--- config.mk ---
export PLATFORM = sky130hd
export DESIGN_NAME = data_mem_arbiter
export DESIGN_NICKNAME = d
export VERILOG_FILES = /design/src/rtl/data_mem_arbiter_pkg.sv /design/src/rtl/data_mem_arbiter_grant.sv /design/src/rtl/data_mem_arbiter.sv
export SDC_FILE = /design/constraint.sdc
export NUM_CORES = 1
export LEC_CHECK = 0
export CAP_MARGIN = 30
export CORE_AREA = 2 2 123 125
export CTS_CLUSTER_DIAMETER = 30
export DETAILED_ROUTE_END_ITERATION = 10
export DIE_AREA = 0 0 125 127
export GPL_TIMING_DRIVEN = 0
export PLACE_DENSITY_LB_ADDON = 0.05
export SKIP_LAST_GASP = 1
export SLEW_MARGIN = 30
export SYNTH_ARGS = -nofsm -noshare
export SYNTH_HDL_FRONTEND = slang
export SYNTH_SLANG_ARGS = --single-unit
--- constraint.sdc ---
create_clock -name clk -period 5.4 [get_ports clk]
set_clock_uncertainty 0.15 [all_clocks]
set_input_delay 1.08 -clock clk [delete_from_list [all_inputs] [get_ports clk]]
set_output_delay 1.08 -clock clk [all_outputs]
set_load 0.005 [all_outputs]
--- src/rtl/data_mem_arbiter_pkg.sv ---
// Shared types and constants for the data-memory arbiter: FSM states,
// timeout default, memory-command widths and the command payload.
package data_mem_arbiter_pkg;

    localparam int unsigned ADDR_W            = 32;
    localparam int unsigned DATA_W            = 32;
    localparam int unsigned MASK_W            = 4;
    localparam int unsigned CNT_W             = 4;
    localparam int unsigned STALL_TIMEOUT_DEF = 15;

    typedef enum logic [1:0] {
        IDLE,
        RD_STALL,
        RD_DATA,
        RESP
    } arb_state_e;

    typedef struct packed {
        logic              read;
        logic              write;
        logic [ADDR_W-1:0] addr;
        logic [DATA_W-1:0] wdata;
        logic [MASK_W-1:0] mask;
    } mem_cmd_t;

    // A request flagged as both read and write is issued as a write only.
    function automatic mem_cmd_t make_cmd(
        input logic              read,
        input logic              write,
        input logic [ADDR_W-1:0] addr,
        input logic [DATA_W-1:0] wdata,
        input logic [MASK_W-1:0] mask
    );
        mem_cmd_t c;
        c.read  = read & ~write;
        c.write = write;
        c.addr  = addr;
        c.wdata = wdata;
        c.mask  = mask;
        return c;
    endfunction

endpackage

--- src/rtl/data_mem_arbiter_grant.sv ---
// Two-way grant selection: fixed priority to requester 0, or round-robin
// with a pointer register when DATA_MEM_ARB_RR_EN is defined.
module arb2_grant (
`ifdef DATA_MEM_ARB_RR_EN
    input  logic       clk,
    input  logic       reset,
    input  logic       take,
`endif
    input  logic [1:0] req,
    output logic       idx
);

`ifdef DATA_MEM_ARB_RR_EN
    logic ptr;

    // Ties go to the pointer; it moves past whoever was granted.
    assign idx = req[1] & (~req[0] | ptr);

    always_ff @(posedge clk) begin
        if (reset) begin
            ptr <= 1'b0;
        end else if (take) begin
            ptr <= ~idx;
        end
    end
`else
    assign idx = req[1] & ~req[0];
`endif

endmodule

--- src/rtl/data_mem_arbiter.sv ---
// Arbitrates two requesters onto one data-memory port and tracks reads
// through the memory stall handshake with a timeout. Optional round-robin
// arbitration is enabled by defining DATA_MEM_ARB_RR_EN.
module data_mem_arbiter
    import data_mem_arbiter_pkg::*;
#(
    parameter int unsigned STALL_TIMEOUT = STALL_TIMEOUT_DEF
) (
    input  logic              clk,
    input  logic              reset,
    input  logic              req0_valid,
    input  logic              req0_read,
    input  logic              req0_write,
    input  logic [ADDR_W-1:0] req0_addr,
    input  logic [DATA_W-1:0] req0_wdata,
    input  logic [MASK_W-1:0] req0_sign_mask,
    output logic              req0_ready,
    output logic              req0_rvalid,
    output logic [DATA_W-1:0] req0_rdata,
    output logic              req0_rerr,
    input  logic              req1_valid,
    input  logic              req1_read,
    input  logic              req1_write,
    input  logic [ADDR_W-1:0] req1_addr,
    input  logic [DATA_W-1:0] req1_wdata,
    input  logic [MASK_W-1:0] req1_sign_mask,
    output logic              req1_ready,
    output logic              req1_rvalid,
    output logic [DATA_W-1:0] req1_rdata,
    output logic              req1_rerr,
    output logic [ADDR_W-1:0] mem_addr,
    output logic [DATA_W-1:0] mem_write_data,
    output logic              mem_memread,
    output logic              mem_memwrite,
    output logic [MASK_W-1:0] mem_sign_mask,
    input  logic [DATA_W-1:0] mem_read_data,
    input  logic              mem_clk_stall
);

    localparam logic [CNT_W-1:0] WAIT_LAST = CNT_W'(STALL_TIMEOUT - 1);

    arb_state_e       state, state_n;
    logic [CNT_W-1:0] wait_cnt;
    logic             owner;
    logic [1:0]       eligible;
    logic             gnt_idx;
    logic             grant, cnt_clr, resp_go, resp_err, timeout;
    mem_cmd_t         cmd0, cmd1, cmd;

    assign cmd0 = make_cmd(req0_read, req0_write, req0_addr, req0_wdata, req0_sign_mask);
    assign cmd1 = make_cmd(req1_read, req1_write, req1_addr, req1_wdata, req1_sign_mask);
    assign eligible = {req1_valid & (cmd1.read | cmd1.write),
                       req0_valid & (cmd0.read | cmd0.write)};
    assign timeout  = (wait_cnt == WAIT_LAST);

    arb2_grant u_grant (
`ifdef DATA_MEM_ARB_RR_EN
        .clk   (clk),
        .reset (reset),
        .take  (grant),
`endif
        .req   (eligible),
        .idx   (gnt_idx)
    );

    // Next-state and grant-cycle command selection.
    always_comb begin
        state_n  = state;
        grant    = 1'b0;
        cnt_clr  = 1'b0;
        resp_go  = 1'b0;
        resp_err = 1'b0;
        cmd      = '0;
        case (state)
            IDLE: begin
                if (!mem_clk_stall && (eligible != 2'b00)) begin
                    grant = 1'b1;
                    cmd   = gnt_idx ? cmd1 : cmd0;
                    if (cmd.read) begin
                        state_n = RD_STALL;
                        cnt_clr = 1'b1;
                    end
                end
            end
            RD_STALL: begin
                if (mem_clk_stall) begin
                    state_n = RD_DATA;
                    cnt_clr = 1'b1;
                end else if (timeout) begin
                    state_n  = RESP;
                    resp_go  = 1'b1;
                    resp_err = 1'b1;
                end
            end
            RD_DATA: begin
                if (!mem_clk_stall) begin
                    state_n = RESP;
                    resp_go = 1'b1;
                end else if (timeout) begin
                    state_n  = RESP;
                    resp_go  = 1'b1;
                    resp_err = 1'b1;
                end
            end
            RESP:    state_n = IDLE;
            default: state_n = IDLE;
        endcase
    end

    assign mem_addr       = cmd.addr;
    assign mem_write_data = cmd.wdata;
    assign mem_sign_mask  = cmd.mask;
    assign mem_memread    = cmd.read;
    assign mem_memwrite   = cmd.write;
    assign req0_ready     = grant & ~gnt_idx;
    assign req1_ready     = grant & gnt_idx;

    // Response registers are loaded on entry to RESP and hold rdata afterwards.
    always_ff @(posedge clk) begin
        if (reset) begin
            state       <= IDLE;
            wait_cnt    <= '0;
            owner       <= 1'b0;
            req0_rvalid <= 1'b0;
            req1_rvalid <= 1'b0;
            req0_rerr   <= 1'b0;
            req1_rerr   <= 1'b0;
            req0_rdata  <= '0;
            req1_rdata  <= '0;
        end else begin
            state <= state_n;
            if (cnt_clr) begin
                wait_cnt <= '0;
            end else if ((state == RD_STALL) || (state == RD_DATA)) begin
                wait_cnt <= wait_cnt + CNT_W'(1);
            end
            if (grant && cmd.read) begin
                owner <= gnt_idx;
            end
            req0_rvalid <= resp_go & ~owner;
            req1_rvalid <= resp_go & owner;
            req0_rerr   <= resp_go & ~owner & resp_err;
            req1_rerr   <= resp_go & owner & resp_err;
            if (resp_go && !owner) begin
                req0_rdata <= resp_err ? '0 : mem_read_data;
            end
            if (resp_go && owner) begin
                req1_rdata <= resp_err ? '0 : mem_read_data;
            end
        end
    end

endmodule

==> results of run 1 <==
==> state kept, by name (all words and copies together), names as in the netlist <==
name / flops
req1_rdata: 32
req1_rerr: 1
req1_rvalid: 1
wait_cnt: 4
owner: 1
req0_rdata: 32
req0_rerr: 1
req0_rvalid: 1
state: 2
==> critical path, stage by stage <==
cell	delay (ps)
sky130_fd_sc_hd__clkdlybuf4s50_1	520
sky130_fd_sc_hd__nand2b_1	280
sky130_fd_sc_hd__nor2_2	310
sky130_fd_sc_hd__clkbuf_1	440
sky130_fd_sc_hd__a22o_1	260
sky130_fd_sc_hd__clkdlybuf4s50_1	530
==> kinds of logic after synthesis <==
| kind of cell | count (synthesis) | synth area share, % |
|---|---|---|
| and+or+nand+nor | 226 | 26.08 |
| AOI/OAI and AO/OA | 146 | 27.60 |
| DFF | 75 | 37.17 |
| buffers and inverters | 61 | 6.691 |
| adders and majority gates | 5 | 1.549 |
| xor gates and xnor gates | 3 | 0.6507 |
| muxes | 1 | 0.2478 |
==> stage by stage <==
step | setup slack, ps | hold WS [ps] | instances | power (mW)
2_1_floorplan | 2120 | 336.8 | 517 | 0.7782
3_3_place_gp | 778.0 | 331.1 | 1016 | 1.103
3_5_place_dp | 750.2 | 334.7 | 1016 | 1.113
4_1_cts | 746.7 | 345.7 | 1032 | 1.776
5_1_grt | 608.6 | 371.5 | 1032 | 1.843
6_report | 741.6 | 346.7 | 1035 | 1.763
==> Yosys cell counts, types with 2 or more instances <==
library cell / number / area [um^2]
sky130_fd_sc_hd__nor2b_1: 3 / 18.77
sky130_fd_sc_hd__nor2_2: 2 / 12.51
sky130_fd_sc_hd__and2_1: 2 / 12.51
sky130_fd_sc_hd__nor3_1: 6 / 30.03
sky130_fd_sc_hd__ha_1: 5 / 62.56
sky130_fd_sc_hd__dfxtp_1: 75 / 1501
sky130_fd_sc_hd__inv_1: 4 / 15.01
sky130_fd_sc_hd__buf_2: 27 / 135.1
sky130_fd_sc_hd__nand2b_1: 2 / 12.51
sky130_fd_sc_hd__nand3_1: 129 / 645.6
sky130_fd_sc_hd__nor2_1: 9 / 33.78
sky130_fd_sc_hd__clkbuf_1: 28 / 105.1
sky130_fd_sc_hd__buf_4: 2 / 15.01
sky130_fd_sc_hd__a22o_1: 68 / 595.6
sky130_fd_sc_hd__nand2_1: 69 / 259.0
sky130_fd_sc_hd__xor2_1: 2 / 17.52
sky130_fd_sc_hd__a31oi_1: 64 / 400.4
==> cell type report <==
class,count,share of cell area [%]
Clock buffer,10,3.081
Antenna cell,3,0.09677
Inverter,4,0.1935
Tap cell,184,2.968
Timing Repair Buffer,315,40.65
Sequential cell,75,19.35
Buffer,57,3.290
Multi-Input combinational cell,381,29.23
Clock inverter,6,1.145
==> final timing paths <==
path | startpoint | to | cells past startpoint | slack (ps)
max | mem_clk_stall | mem_write_data[7] | 6 | 740
min | req0_rdata[18] | req0_rdata[18] | 2 | 350
max reg2reg | state[1] | req1_rdata[24] | 8 | 3150
min reg2reg | req0_rdata[18] | req0_rdata[18] | 2 | 350
==> report_power, final <==
part / leakage [nW] / internal, mW / total [mW] / switching [mW]
sequential: 0.609 / 0.596 / 0.631 / 0.0352
clock: 0.155 / 0.417 / 0.659 / 0.242
combinational: 1.92 / 0.301 / 0.474 / 0.173
total: 2.68 / 1.31 / 1.76 / 0.450
==> metal layers <==
metal / track usage (%) / part of all wire [%] / up-vias / wire (um)
met3: 8.794 / 9.0 / 29 / 1943
met4: 6.471 / 1.6 / 8 / 351
li1: - / - / 2598 / -
met2: 43.16 / 49 / 271 / 10460
met1: 31.94 / 41 / 2617 / 8740
met5: 0 / 0.24 / - / 51
==> metrics.txt, run 1 <==
run status=completed; Yosys warning total=0; Synth Net Count=approximately 700; Wirelength per Cell=around 21 um; post-cts gate resize count=0; commonest cells after routing, fill and taps aside=315 x sky130_fd_sc_hd__clkdlybuf4s50_1, 129 x sky130_fd_sc_hd__nand3_1, 75 x sky130_fd_sc_hd__dfxtp_1, 69 x sky130_fd_sc_hd__nand2_1, 68 x sky130_fd_sc_hd__a22o_1; number of fillers in the final layout=1346; number of different library cells in the post-synthesis netlist=37; Total Routing Usage GR=about a quarter; Area growth, synth to finish=92.07%; Final Hold Vio Count=0; detailed-route vias per instance=5.336; CTS root buf=sky130_fd_sc_hd__clkbuf_16; initial antenna violation count=6; type of the setup path with the least slack=input port to primary output; data arrival time at the worst-slack endpoint=around 3400 ps; total power per unit cell area=between 200 and 250 nW/um^2; primary flip-flop cell chosen by synthesis mapping=sky130_fd_sc_hd__dfxtp_1; Placement Rows=44; total wire length=~22000 um; clk sinks=75; global-route wire length before repair=roughly 32000 um; core region area=about 14000 um^2; max frequency=214.7 MHz; via count=~5500; die width=~130 um; die area=approximately 16000 um^2; commonest non-fill, non-tap cell in the layout=sky130_fd_sc_hd__clkdlybuf4s50_1; via count of the first global-routing pass=5374; kind of path behind the tightest hold check=register to register; DR iter-0 viols=between 300 and 400; post-route ant nets=0; register bit total from synthesis=75; placed wire-length estimate=about 17000 um; maximum fanout along the worst path=10; shortest clock period the worst path allows after layout=roughly 4700 ps; proportion of synthesized flip-flops having asynchronous set or reset=0%; pin count of the biggest net entering global routing=14; number of pins with negative max-slew slack in the final report=0; Routability Congestion=0.9451; Worst IR Drop VDD=between 0.1 and 0.15 mV; first-pass iteration count of the detailed router=5; number of synthesized flops with an enable pin=0; Data required, critical path=roughly 4200 ps; area used by sequential logic in the layout=~1500 um^2; number of instances in the synthesized netlist=~520; worst-skew pair later-pin latency=340 ps; critical path endpoint category=primary output; clock-pin transition on the worst setup and hold timing paths=around 60 ps; number of buffers inserted to repair setup after CTS=0; Slew Limit Headroom=about three fifths; input/output buffers=315; startpoint type of the worst setup path=input port; final net count=a little over 1000; DR DRC count=0; number of CTS-inserted buffers=9; total number of H-tree levels=3; vertical die dimension=~130 um; Max Cap Viol=0; summed area of non-filler cells in the final layout=just under 8000 um^2; final setup violation count=0; proportion of synthesized chip area in sequential cells=a little under two fifths; Worst-Margin Slew=between 500 and 600 ps; setup repair after global routing missed its margin=false; leakage component of the power=approximately 2.7 nW; DP Area=7422 um^2; starting density of the core=28.00%; post-synthesis area per instance=around 8 um^2; top-level I/O count=317; fraction of the core area covered by cells at the end of the flow=between 50% and 60%; multi-input combinational cell area=around 2300 um^2; fraction of final layout cells with drive strength greater than 1=around 5.9%; CTS hold repair buffers=0; Post-Synthesis Cell Area=around 4000 um^2; clock tree from TritonCTS=yes; sum of negative setup slack=0 ps; Max Buffers Root-to-Sink=2; final critical-path share of the clock period=between 80% and 90%; final global-route overflow total=0
No activity file was read; power rests on OpenSTA's default activity.
==> inputs of run 2 (changes only) <==
- clock period: 5.4 -> 4.7 ns (I/O delays scaled with it)
==> results of run 2 <==
The final DEF is identical to that of run 1. Status: completed.
Main changes from that run: setup slack after placement 750.2 ps -> 330.2 ps; setup slack after layout 741.6 ps -> 321.6 ps; register-to-register setup slack 3150 ps -> 2450 ps; total power 1.763 mW -> 2.026 mW; worst IR drop on VDD 0.1233 mV -> 0.1417 mV
==> inputs of run 3 (changes only) <==
- TNS_END_PERCENT: default -> 20
==> results of run 3 <==
The final DEF is identical to that of run 1. Status: completed.
Main changes from that run: setup slack after placement 750.2 ps -> 330.2 ps; setup slack after layout 741.6 ps -> 321.6 ps; register-to-register setup slack 3150 ps -> 2450 ps; total power 1.763 mW -> 2.026 mW; worst IR drop on VDD 0.1233 mV -> 0.1417 mV
